`src/rtl/serial_mod_remainder.sv`:
```
// serial_mod_remainder: running remainder (mod MOD) of a serial bit stream.
// A frame begins with i_start, which clears the accumulator and latches the
// bit order. MSB-first frames shift each bit in at the LSB; LSB-first frames
// add each bit at a doubling weight that is itself kept reduced mod MOD.
// Only compare/subtract steps are used, so there is no divider or multiplier.
//
// Handshake: a bit is transferred on a rising edge where i_in_valid and
// o_in_ready are both high. o_in_ready depends on registered state only.
// i_start takes priority, so a bit offered in the same cycle is dropped.
module serial_mod_remainder #(
  parameter int MOD = 7,
  parameter int MAX_BITS = 32,
  localparam int RW = $clog2(MOD),
  localparam int CW = $clog2(MAX_BITS + 1)
) (
  input  logic          clk,
  input  logic          rst,
  input  logic          i_start,
  input  logic          i_dir,
  input  logic          i_in_valid,
  input  logic          i_in_bit,
  output logic          o_in_ready,
  output logic [RW-1:0] o_rem,
  output logic          o_divisible,
  output logic [CW-1:0] o_bit_count,
  output logic          o_frame_done,
  output logic [1:0]    o_state
);

  typedef enum logic [1:0] {
    S_IDLE  = 2'd0,
    S_ACCUM = 2'd1,
    S_FULL  = 2'd2
  } state_t;

  // The modulus is compared against values one bit wider than the remainder.
  localparam logic [RW:0]   MOD_X = (RW + 1)'(MOD);
  localparam logic [CW-1:0] MAX_C = CW'(MAX_BITS);
  localparam logic [RW-1:0] ONE_W = RW'(1);

  state_t        r_state;
  state_t        w_state_next;
  logic [RW-1:0] r_rem;
  logic [RW-1:0] w_rem_next;
  logic [CW-1:0] r_cnt;
  logic [CW-1:0] w_cnt_next;
  logic [RW-1:0] r_weight;
  logic [RW-1:0] w_weight_next;
  logic          r_mode;
  logic          w_mode_next;
  logic          r_done;
  logic          w_done_next;
  logic          w_accept;
  logic [RW:0]   w_t;
  logic [RW:0]   w_w2;

  assign w_accept = (r_state == S_ACCUM) && i_in_valid;

  // State register.
  always_ff @(posedge clk or posedge rst) begin
    if (rst) begin
      r_state <= S_IDLE;
    end else begin
      r_state <= w_state_next;
    end
  end

  // Next-state and next-datapath values; start outranks an offered bit.
  always_comb begin
    w_state_next  = r_state;
    w_rem_next    = r_rem;
    w_cnt_next    = r_cnt;
    w_weight_next = r_weight;
    w_mode_next   = r_mode;
    w_done_next   = 1'b0;
    w_t           = '0;
    w_w2          = '0;
    if (i_start) begin
      w_state_next  = S_ACCUM;
      w_rem_next    = '0;
      w_cnt_next    = '0;
      w_weight_next = ONE_W;
      w_mode_next   = i_dir;
    end else if (w_accept) begin
      if (!r_mode) begin
        // MSB-first: value' = 2*value + bit.
        w_t = {r_rem, i_in_bit};
      end else begin
        // LSB-first: value' = value + bit * 2^count, with 2^count held mod MOD.
        w_t = {1'b0, r_rem} + (i_in_bit ? {1'b0, r_weight} : '0);
        w_w2 = {r_weight, 1'b0};
        w_weight_next = (w_w2 >= MOD_X) ? RW'(w_w2 - MOD_X) : w_w2[RW-1:0];
      end
      // Both sums are below 2*MOD, so one conditional subtract reduces them.
      w_rem_next = (w_t >= MOD_X) ? RW'(w_t - MOD_X) : w_t[RW-1:0];
      w_cnt_next = r_cnt + CW'(1);
      if (w_cnt_next == MAX_C) begin
        w_state_next = S_FULL;
        w_done_next  = 1'b1;
      end
    end
  end

  // Datapath registers.
  always_ff @(posedge clk or posedge rst) begin
    if (rst) begin
      r_rem    <= '0;
      r_cnt    <= '0;
      r_weight <= ONE_W;
      r_mode   <= 1'b0;
      r_done   <= 1'b0;
    end else begin
      r_rem    <= w_rem_next;
      r_cnt    <= w_cnt_next;
      r_weight <= w_weight_next;
      r_mode   <= w_mode_next;
      r_done   <= w_done_next;
    end
  end

  assign o_in_ready   = (r_state == S_ACCUM);
  assign o_rem        = r_rem;
  assign o_bit_count  = r_cnt;
  assign o_divisible  = (r_rem == '0) && (r_state != S_IDLE);
  // A start in the cycle right after the frame fills suppresses the pulse.
  assign o_frame_done = r_done && !i_start;
  assign o_state      = r_state;

endmodule

```
`config.mk`:
```
export PLATFORM = sky130hd
export DESIGN_NAME = serial_mod_remainder
export DESIGN_NICKNAME = d
export VERILOG_FILES = /design/src/rtl/serial_mod_remainder.sv
export SDC_FILE = /design/constraint.sdc
export NUM_CORES = 1
export LEC_CHECK = 0
export BUFFER_PORTS_ARGS = -buffer_cell sky130_fd_sc_hd__buf_2
export CAP_MARGIN = 20
export CORE_MARGIN = 3
export CORE_UTILIZATION = 23
export CTS_BUF_LIST = sky130_fd_sc_hd__clkbuf_4 sky130_fd_sc_hd__clkbuf_8
export CTS_CLUSTER_DIAMETER = 60
export DETAILED_ROUTE_END_ITERATION = 7
export GPL_ROUTABILITY_DRIVEN = 0
export PLACE_DENSITY = 0.4
export REMOVE_ABC_BUFFERS = 1
export SETUP_SLACK_MARGIN = 0.3
export SLEW_MARGIN = 20
export SYNTH_ARGS = -nofsm -noshare
export SYNTH_HDL_FRONTEND = slang
export SYNTH_SLANG_ARGS = --single-unit
```
`constraint.sdc`:
```
create_clock -name clk -period 4.95 [get_ports clk]
set_input_delay 0 -clock clk [delete_from_list [all_inputs] [get_ports clk]]
set_output_delay 0 -clock clk [all_outputs]
set_load 0.005 [all_outputs]
```
; ---- After elaboration in Yosys (flattened, before gate mapping)
; Index checks and enable logic that the tools add are counted.
[totals]
regBits = 16
output_inout_bits = 14
input_bits = 6
word_cells = 44
[op_classes]
n_reduce_logical = 11
n_lt_le_gt_ge = 2
eq_ne = 2
mux = 19
add_sub_neg = 4
[ops]
columns = cell, n
row1 = $mux W3, 8
row2 = $mux W4, 3
row3 = $mux W6, 2
row4 = $ge A4 B3 Y1 const B, 2
row5 = $reduce_bool A2 Y1, 4
row6 = $add A6 B1 Y6 const B, 1
row7 = $eq A6 B6 Y1 const B, 1
row8 = $mux W2, 3
row9 = $sub A3 B3 Y3 const B, 2
row10 = $add A3 B3 Y4, 1
row11 = $reduce_and A2 Y1, 2
row12 = $logic_and A1 B1 Y1, 3
row13 = $logic_not A3 Y1, 1
row14 = $mux W1, 3
row15 = $eq A2 B1 Y1 const B, 1
row16 = $logic_not A1 Y1, 1

; ---- Logic depth before layout (Yosys ltp)
; Gate-level depths: netlist of the first run.
[depth]
word_depth = 9
mapped_depth = 9
ltp_nobuf = 9

; ---- Worst setup path after synthesis of the first run
; Ideal clock, no wire load.
[synth_timing]
path_type = reg2reg
startpoint = register r_weight[0]
endpoint = register r_rem[1] (netlist: o_rem[1])
stages_incl_launch_ff = 10
setup_slack_ps = 2619
required_ps = 4863
t_arrival_ps = 2244
setup_time_ps = 87
synth_period_minus_slack_ps = 2331
path_cell_list = dfstp_2 -> and2_1 -> ha_1 -> fa_1 -> mux2_1 -> ha_1 -> o21ai_0 -> a21oi_1 -> or2_1 -> o211ai_1
[synth_via]
elab_chain_len = 9
word_cells_on_any_way = 10
[synth_rtl]
columns = element, line
row1 = from (decl), 47  ; logic [RW-1:0] r_weight;
row2 = from (signal assigned), 115  ; r_weight <= w_weight_next;
row3 = $mux W3 *, 90  ; w_t = {1'b0, r_rem} + (i_in_bit ? {1'b0, r_weight} : '0);
row4 = $add A3 B3 Y4 *, 90
row5 = $mux W4 *, 85  ; if (!r_mode) begin
row6 = $mux W4 *, 84  ; end else if (w_accept) begin
row7 = $mux W4 *, 78  ; if (i_start) begin
row8 = $ge A4 B3 Y1 or $sub A3 B3 Y3 (tied branches), 95  ; w_rem_next = (w_t >= MOD_X) ? RW'(w_t - MOD_X) : w_t[RW-1:0];
row9 = $mux W3 *, 95
row10 = $mux W3 *, 84
row11 = $mux W3 *, 78
row12 = to (signal assigned), 113  ; r_rem <= w_rem_next;
row13 = to (decl), 43  ; logic [RW-1:0] r_rem;
; Mark *: on every way between the ends. The rest lies on a longest branch, timed or not. The select of a mux whose other input is x is not followed.
; A chain may end at the register's enable or synchronous reset.

; ---- Worst setup path after layout of the first run
[layout_timing]
startpoint = register r_weight[0]
endpoint = register r_rem[0] (netlist: o_rem[0])
; The elaborated chain is that of the path after synthesis.

==> run_results.csv, run 1 <==
group,metric,value,unit
clock_tree,clock-sinks,16,
layout,drive_gt1_frac,0.273,
timing,tns,0,ns
die,core,0.00406,sq mm
worst_setup_path,crit_arrival,2.65,ns
timing,worstMarginPinSlew,0.633,ns
layout,mostFrequentLayoutCells,"buf_2 (19), dfrtp_1 (15), nor2_1 (10)",
worst_setup_path,worst_setup_path_start_kind,"flop",
timing,min_period_over_period,0.501,
placed_design,port_buffers,19,
layout,n_antenna_cell,0,
clock_tree,post_cts_buffers,0,
routing,via_per_inst,4.46,
worst_setup_path,cp_top_family,"adder cells",
power,p_sw_frac,0.273,
synth,synthMuxAreaShare,0.0473,
global_route,antenna_found_initial,0,
clock_tree,cts-root-buf,"clkbuf_8",
clock_tree,cts_resized,0,
timing,rsz0062_at_grt,"false",
worst_setup_path,cp_slowest_cell,"dfstp_2",
global_route,overflow,0,
synth,synth_top_family_by_area,"simple AND/OR/NAND/NOR gates",
worst_setup_path,endpoint_kind,"flop",
global_route,grt_max_degree,17,
timing,fin_skew,0.00115,ns
layout,fillers,442,
layout,multi_input_area,529,sq um
worst_setup_path,critPathBufInv,0,
global_route,grt_pass1_wl,3700,um
layout,final_common_cell,"buf_2",
die,io_pins,20,
timing,slew_violations,0,
die,num_rows,23,
synth,synthAdderAreaFrac,0.0843,
die,die_y,71.3,um
layout,regArea,402,sq um
routing,remaining_drc_errors,0,
die,die_w,71.3,um
clock_tree,cts-hold-fix-buffers,2,
routing,routed_wl,2160,um
power,clkPwrFrac,0.343,
synth,synthDistinctLibCells,37,
layout,synthToLayoutAreaGrowth,19.7,%
synth,avgSynthCellArea,9.80,sq um
worst_setup_path,path_cells,"and2_1, ha_1, fa_1, mux2_1, ha_1, o21ai_0, a21oi_1, or2_1, a211oi_2",
synth,ys_seq_area_frac,0.410,
synth,ys_ff_latch,16,
worst_setup_path,critPathKind,"reg -> reg",
routing,first_pass_iters,3,
clock_tree,clk_pin_slew,0.06,ns
routing,via_count,762,
layout,fin_nets,134,
worst_setup_path,max_stage_delay,0.53,ns
clock_tree,htreeDepth,1,
die,die_area,0.00508,sq mm
routing,antenna_left,0,
timing,post-route-min-period,2.48,ns
power,pwr-share-comb,0.176,
routing,wire_per_inst,12.6,um
worst_setup_path,regToRegSetupSlack,2.47,ns
placed_design,dp_hpwl,1650,um
power,power.switching,0.0847,mW
synth,yosys_warnings,0,
timing,timing.slew.headroom,0.577,
clock_tree,cts_tree,"done",
clock_tree,clock_latency,0.25,ns
synth,synth_cells,100,
status,status,"completed",
power,power.internal,0.226,mW
clock_tree,cts_buffers,3,
routing,drt_iter0_drc,18,
global_route,grt_pass1_vias,765,
synth,synthSimpleGateAreaFrac,0.243,
timing,max_freq,403,MHz
synth,syn_area,980,sq um
worst_setup_path,crit_path_frequent_cell,"ha_1",
clock_tree,clock_path_buffers,2,
synth,synth-xor-area-share,0.0536,
flow_run,drv_cap,0,
power,leakage,0.548,nW
power,sequentialPowerShare,0.481,
die,start_util,0.241,
synth,synth_compound_area_frac,0.112,
global_route,grt_util_all_layers,0.0920,
timing,hold_ws,0.101,ns
worst_setup_path,path_max_fanout,3,
timing,setup_violations,0,
power,irDropWorstVdd,0.178,mV
worst_setup_path,required,5.12,ns
min_path,worst_hold_path_type,"in -> reg",
timing,final-hold-violation-count,0,
power,p_per_area,265,mW/mm^2
-- cell families after synthesis --
kind of cell / after synthesis
AOI/OAI and AO/OA: 17
xor gates and xnor gates: 6
adders and majority gates: 6
buffers and inverters: 8
DFF: 16
muxes: 4
and+or+nand+nor: 43
-- state kept, by name, indices dropped and copies added, names as in the netlist --
| signal | count |
|---|---|
| r_mode | 1 |
| r_done | 1 |
| o_state | 2 |
| o_bit_count | 6 |
| r_weight | 3 |
| o_rem | 3 |
-- Yosys cell counts --
cell,number,share of area
dfstp_2,1,0.027
nand3b_2,1,0.011
nor2_1,10,0.038
nor2b_1,2,0.013
buf_6,2,0.023
fa_1,1,0.020
mux2_1,1,0.011
a2bb2oi_1,1,0.0089
a21o_1,2,0.015
ha_1,5,0.064
mux2i_2,1,0.014
dfrtp_1,15,0.38
nor3_2,3,0.031
a21oi_1,6,0.031
nand4_1,2,0.013
o211ai_1,1,0.0077
nand2_1,9,0.034
mux2i_1,1,0.010
xnor2_1,5,0.045
xor2_1,1,0.0089
inv_2,1,0.0038
or2_1,1,0.0064
clkbuf_1,1,0.0038
buf_4,1,0.0077
o21ai_0,2,0.010
nor4_2,1,0.013
and3b_1,1,0.0089
o21ai_1,2,0.010
mux2_2,1,0.011
nand3_1,8,0.041
o2111ai_1,1,0.0089
inv_1,3,0.011
nor3b_1,1,0.0077
nor4_1,1,0.0064
o21a_1,1,0.0077
and2_1,3,0.019
a211oi_2,1,0.013
-- stage by stage --
stage	setup WS, ns	utilization	instance area (sq um)	std cells	power (mW)
after floorplan	2.60	-	946	96	0.186
after global placement	2.52	0.272	1100	165	0.206
after detailed placement	2.46	0.272	1100	165	0.207
after CTS	2.44	0.289	1170	171	0.319
after global routing	2.31	0.289	1170	171	0.332
final	2.47	0.289	1170	171	0.310
-- per-layer routing --
layer,GRT usage,part of all wire
met1,0.125,0.49
met2,0.139,0.46
met3,0.0323,0.054
met4,0.0251,0.0037
met5,0,0
-- final cells by class --
class | count | share of cell area
timing repair buffer | 21 | 0.0982
clock buffer | 4 | 0.0416
tap | 50 | 0.0534
sequential | 16 | 0.343
inverter | 4 | 0.0128
multi-input combinational | 76 | 0.451
-- worst paths after layout --
check,to,from,cells past startpoint
max reg2reg,o_rem[0],r_weight[0],9
max,o_rem[0],r_weight[0],9
min in group asynchronous,r_mode,rst,3
max in group asynchronous,o_rem[1],rst,3
min reg2reg,r_weight[0],r_weight[0],2
min,o_bit_count[2],i_start,2
-- power groups by stage --
stage / Sequential, mW / Clock (mW) / Combinational (mW)
after floorplan: 0.149 / 0 / 0.0371
after global routing: 0.151 / 0.118 / 0.0631
after CTS: 0.149 / 0.114 / 0.0561
after global placement: 0.152 / 0 / 0.0548
after detailed placement: 0.152 / 0 / 0.0548
final: 0.149 / 0.107 / 0.0545
-- worst reg2reg max path, delay by kind of cell (launching register included) --
kind            cells  cell delay (ns)
flops               1             0.53
compound gates      3             0.35
fa+ha+maj           3             0.79
simple gates        2             0.40
mux                 1             0.32
Power figures use the tool's default switching activity.
==> run 2, diff against run 1 <==
==> constraint.sdc (replaced) <==
create_clock -name clk -period 2.4 [get_ports clk]
set_input_delay 0 -clock clk [delete_from_list [all_inputs] [get_ports clk]]
set_output_delay 0 -clock clk [all_outputs]
set_load 0.005 [all_outputs]
==> run_results.csv, run 2 (synthesis results as in run 1) <==
group,metric,value,unit
die,die_y,71.3,um
clock_tree,clock_latency,0.25,ns
worst_setup_path,cp_slowest_cell,"dfstp_2",
flow_run,drv_cap,0,
power,report.power.total,0.684,mW
die,core,0.00406,sq mm
clock_tree,cts-root-buf,"clkbuf_8",
timing,fin_skew,0.00567,ns
placed_design,port_buffers,19,
timing,post-route-min-period,2.29,ns
die,start_util,0.241,
global_route,overflow,0,
routing,routed_wl,2260,um
clock_tree,clk_pin_slew,0.06,ns
power,leakage,0.595,nW
clock_tree,clock_path_buffers,2,
power,irDropWorstVdd,0.323,mV
worst_setup_path,crit_path_frequent_cell,"ha_4",
layout,fin_nets,142,
power,p_per_area,532,mW/mm^2
routing,wire_per_inst,12.6,um
die,num_rows,23,
clock_tree,cts_tree,"done",
layout,fin_util,0.317,
worst_setup_path,critPathKind,"reg -> reg",
layout,mostFrequentLayoutCells,"buf_2 (19), dfrtp_1 (15), nor2_1 (10)",
timing,rsz0062_at_grt,"true",
global_route,antenna_found_initial,0,
routing,via_per_inst,4.59,
die,io_pins,20,
worst_setup_path,r2r_start,"r_weight[0]",
global_route,grt_pass1_vias,869,
layout,n_antenna_cell,0,
global_route,grt_pass1_wl,4010,um
layout,drive_gt1_frac,0.372,
routing,drt_iter0_drc,46,
timing,timing.slew.headroom,0.587,
min_path,worst_hold_path_type,"in -> reg",
clock_tree,htreeDepth,1,
timing,setup_violations,0,
timing,final-hold-violation-count,0,
global_route,grt_max_degree,17,
routing,antenna_left,0,
layout,final_common_cell,"buf_2",
clock_tree,cts_buffers,3,
worst_setup_path,worst_setup_path_start_kind,"flop",
global_route,grt_util_all_layers,0.0989,
timing,worstMarginPinSlew,0.619,ns
worst_setup_path,path_cells,"and2_4, ha_4, fa_1, mux2_4, ha_4, o21ai_2, a21oi_2, or2_1, o211ai_1",
layout,fillers,421,
worst_setup_path,max_stage_delay,0.53,ns
status,status,"completed",
die,die_w,71.3,um
timing,max_freq,436,MHz
routing,remaining_drc_errors,0,
worst_setup_path,critPathBufInv,0,
die,die_area,0.00508,sq mm
routing,via_count,822,
placed_design,dp_hpwl,1670,um
clock_tree,clock-sinks,16,
routing,first_pass_iters,4,
worst_setup_path,cp_top_family,"adder cells",
min_path,min_from,"i_start",
layout,synthToLayoutAreaGrowth,31.4,%
worst_setup_path,crit_arrival,2.45,ns
timing,min_period_over_period,0.955,
layout,largest_reg_flops,6,
worst_setup_path,required,2.56,ns
worst_setup_path,startpoint,"r_weight[0]",
worst_setup_path,path_max_fanout,3,
timing,slew_violations,0,
worst_setup_path,endpoint_kind,"flop",
worst_setup_path,regToRegSetupSlack,0.11,ns
run 2: final cells by class:
class                           count  area, sq um  share of cell area
Sequential cell                    16          402               0.312
Clock buffer                        4         48.8              0.0379
Tap cell                           50         62.6              0.0486
Timing Repair Buffer               29          179               0.139
Inverter                            4         15.0              0.0117
Multi-Input combinational cell     76          581               0.451
run 2: metal layers:
metal / vias to the layer above / global-route usage / part of all wire
li1: 407 / - / -
met1: 392 / 0.136 / 0.48
met3: 2 / 0.0309 / 0.053
met2: 21 / 0.150 / 0.46
met4: 0 / 0.0271 / 0.0075
met5: - / 0 / 0
run 2: final timing paths:
| path | end | cells past startpoint |
|---|---|---|
| setup / recovery | o_rem[1] | 9 |
| hold / removal | o_bit_count[3] | 2 |
| setup reg to reg | o_rem[1] | 9 |
| hold reg to reg | r_weight[2] | 2 |
| max in group asynchronous | o_rem[1] | 3 |
| min in group asynchronous | r_mode | 3 |
run 2: worst register-to-register path, cell delays in order, from the launching register on:
cell and delay (ns):
dfstp_2 0.53, and2_4 0.14, ha_4 0.12, fa_1 0.40, mux2_4 0.29, ha_4 0.16
o21ai_2 0.05, a21oi_2 0.06, or2_1 0.26, o211ai_1 0.19
run 2: report_power, final:
| group | switching (mW) | internal, mW |
|---|---|---|
| Combinational | 0.0792 | 0.0830 |
| Clock | 0.0874 | 0.129 |
| Sequential | 0.0218 | 0.284 |
| Total | 0.188 | 0.496 |
run 2: stage by stage:
step	hold WS, ns	area, sq um	setup slack, ns	instances	TNS, ns
after floorplan	-0.0870	946	0.0532	96	0
after global placement	0.122	1130	0.00687	169	0
after detailed placement	0.114	1130	-0.0614	169	-0.121
after CTS	0.0996	1280	0.0649	179	0
after global routing	0.117	1290	0.00854	179	0
final	0.0920	1290	0.107	179	0
run 2: what timing repair did:
item / in CTS / in global routing
setup endpoints to repair: 3 / 3
hold endpoints to repair: 16 / 0
buffers inserted: 4 / 0
resized for setup: 11 / 1
gates cloned: 0 / 0
hold buffers: 2 / 0
pin swaps: 6 / 4
==> run 3, diff against run 2 <==
--- a/config.mk
+++ b/config.mk
@@ -5,6 +5,7 @@
 export SDC_FILE = /design/constraint.sdc
 export NUM_CORES = 1
 export LEC_CHECK = 0
+export ABC_AREA = 1
 export BUFFER_PORTS_ARGS = -buffer_cell sky130_fd_sc_hd__buf_2
 export CAP_MARGIN = 20
 export CORE_MARGIN = 3
==> run_results.csv, run 3 <==
group,metric,value,unit
placed_design,dp_worst_setup_slack,0.331,ns
global_route,grt_util_all_layers,0.0950,
synth,synth_ff_type,"dfrtp_1",
layout,synthToLayoutAreaGrowth,28.1,%
timing,post-route-min-period,2.04,ns
timing,min_period_over_period,0.852,
routing,via_per_inst,4.24,
worst_setup_path,rr_endpoint,"o_rem[0]",
flow_run,drv_cap,0,
timing,worstMarginPinSlew,0.639,ns
routing,routed_wl,2300,um
synth,ys_top_cells_by_area,"dfrtp_1 (37%), nand2_1 (13%), inv_1 (7.1%), ha_1 (6.2%), nand3_1 (4.0%)",
worst_setup_path,path_cells,"nand2_2, inv_2, ha_4, fa_1, nand2_1, o21a_1, inv_2, ha_4, nand3_4, nand2_2, nand2_2, nand3_2, nand2_1",
worst_setup_path,cp_slowest_cell,"dfstp_2",
routing,remaining_drc_errors,0,
worst_setup_path,path_max_fanout,4,
global_route,overflow,0,
synth,synth-edff-count,0,
worst_setup_path,crit_arrival,2.24,ns
timing,tns,0,ns
worst_setup_path,r2r_start,"r_weight[0]",
clock_tree,clock_latency,0.25,ns
min_path,min_path_cells,3,
timing,setup_ws,0.356,ns
routing,antenna_left,0,
placed_design,port_buffers,19,
synth,synth_top_cell_by_area,"dfrtp_1",
worst_setup_path,critPathBufInv,2,
power,p_per_area,546,mW/mm^2
synth,ys_seq_area_frac,0.401,
synth,ys_ff_latch,16,
worst_setup_path,max_stage_delay,0.54,ns
worst_setup_path,regToRegSetupSlack,0.36,ns
worst_setup_path,endpoint_kind,"flop",
clock_tree,cts_tree,"done",
die,core,0.00412,sq mm
global_route,grt_pass1_wl,3940,um
timing,timing.slew.headroom,0.573,
layout,mostFrequentLayoutCells,"nand2_1 (31), buf_2 (19), inv_1 (17)",
worst_setup_path,reg2reg_depth,13,
routing,drt_iter0_drc,26,
die,die_area,0.00519,sq mm
clock_tree,cts_buffers,3,
worst_setup_path,crit_path_frequent_cell,"nand2_2",
layout,fin_nets,166,
routing,wire_per_inst,11.3,um
worst_setup_path,worst_setup_path_start_kind,"flop",
timing,final-hold-violation-count,0,
die,io_pins,20,
clock_tree,htreeDepth,1,
synth,yosys.area.top_type_share,0.375,
synth,synth_async_sr_flop_share,1.00,
timing,fin_skew,0.00786,ns
synth,yosys_warnings,0,
layout,fin_util,0.312,
synth,avgSynthCellArea,7.89,sq um
global_route,grt_max_degree,17,
power,leakage,0.680,nW
worst_setup_path,cp_top_family,"adder cells",
clock_tree,clock_path_buffers,2,
global_route,grt_pass1_vias,884,
synth,synthMostInstantiatedCell,"nand2_1",
timing,setup_violations,0,
routing,via_count,860,
worst_setup_path,required,2.59,ns
synth,synth_cells,127,
timing,max_freq,489,MHz
clock_tree,clk_pin_slew,0.07,ns
die,start_util,0.244,
global_route,antenna_found_initial,0,
timing,rsz0062_at_grt,"true",
min_path,worst_hold_path_type,"in -> reg",
status,status,"completed",
synth,syn_area,0.00100,sq mm
layout,post-route-cell-area,0.00128,sq mm
clock_tree,cts-root-buf,"clkbuf_8",
layout,final_common_cell,"nand2_1",
min_path,min_from,"i_in_valid",
die,die_y,72.0,um
die,die_w,72.0,um
synth,synthDistinctLibCells,26,
timing,slew_violations,0,
die,num_rows,23,
layout,drive_gt1_frac,0.307,
min_path,hold_path_end,"o_bit_count[2]",
clock_tree,clock-sinks,16,
placed_design,dp_hpwl,1770,um
placed_design,placed_area,0.00116,sq mm
routing,first_pass_iters,4,
layout,n_antenna_cell,0,
worst_setup_path,critPathKind,"reg -> reg",
power,irDropWorstVdd,0.185,mV
synth,yosys-top-cells-count,"nand2_1 (34), inv_1 (19), dfrtp_1 (15)",
layout,largest_reg_flops,6,
[run 3: worst max path at each step]
stage | cells past startpoint | slack, ns | to | startpoint
after floorplan | 12 | 0.45 | o_rem[0] | r_weight[0]
after global placement | 12 | 0.35 | o_rem[1] | r_weight[0]
after detailed placement | 12 | 0.33 | o_rem[0] | r_weight[0]
after CTS | 12 | 0.32 | o_rem[1] | r_weight[0]
after global routing | 13 | 0.22 | o_rem[0] | r_weight[0]
final | 13 | 0.36 | o_rem[0] | r_weight[0]
[run 3: cells by family after synthesis]
kind of cell	Yosys count	synth area share
and+or+nand+nor	63	0.301
adders and majority gates	6	0.0824
DFF	16	0.401
buffers and inverters	23	0.0936
xor gates and xnor gates	4	0.0350
AOI/OAI and AO/OA	15	0.0874
[run 3: cell type report]
class / instances / area (sq um)
multi-input cells: 88 / 552
repair buffers: 23 / 130
flip-flops and latches: 16 / 402
inverters: 22 / 82.6
fillers: 461 / 2830
clock buffers: 4 / 55.1
well taps: 50 / 62.6
[run 3: per-stage QoR]
| stage | hold WS [ns] | power, mW | std cells |
|---|---|---|---|
| final | 0.0465 | 0.701 | 203 |
| after global routing | 0.0607 | 0.754 | 203 |
| after CTS | 0.0403 | 0.689 | 202 |
| after detailed placement | 0.134 | 0.441 | 196 |
| after global placement | 0.134 | 0.439 | 196 |
| after floorplan | -0.0870 | 0.393 | 126 |
[run 3: routing by layer]
| metal | up-vias | global-route usage | wire, um |
|---|---|---|---|
| li1 | 449 | - | - |
| met3 | 2 | 0.0139 | 66 |
| met2 | 14 | 0.151 | 1110 |
| met5 | - | 0 | 0 |
| met1 | 395 | 0.132 | 1120 |
| met4 | 0 | 0.0313 | 8 |
[run 3: worst min-delay path, cell delays in order]
cell and delay [ns]:
buf_2 0.11, nand3_2 0.08, a21oi_1 0.06
[run 3: timing repair]
| action | in CTS | in global routing |
|---|---|---|
| resized for setup | 0 | 11 |
| endpoints found under the setup margin | 0 | 3 |
| setup buffers | 0 | 1 |
| hold buffers | 2 | 0 |
| endpoints found under the hold margin | 16 | 0 |
[run 3: report_power, final]
group / switching (mW) / leakage [nW] / internal [mW] / total (mW)
clock: 0.0942 / 0.0288 / 0.145 / 0.240
sequential: 0.0195 / 0.209 / 0.286 / 0.305
combinational: 0.0874 / 0.443 / 0.0685 / 0.156
total: 0.201 / 0.680 / 0.500 / 0.701
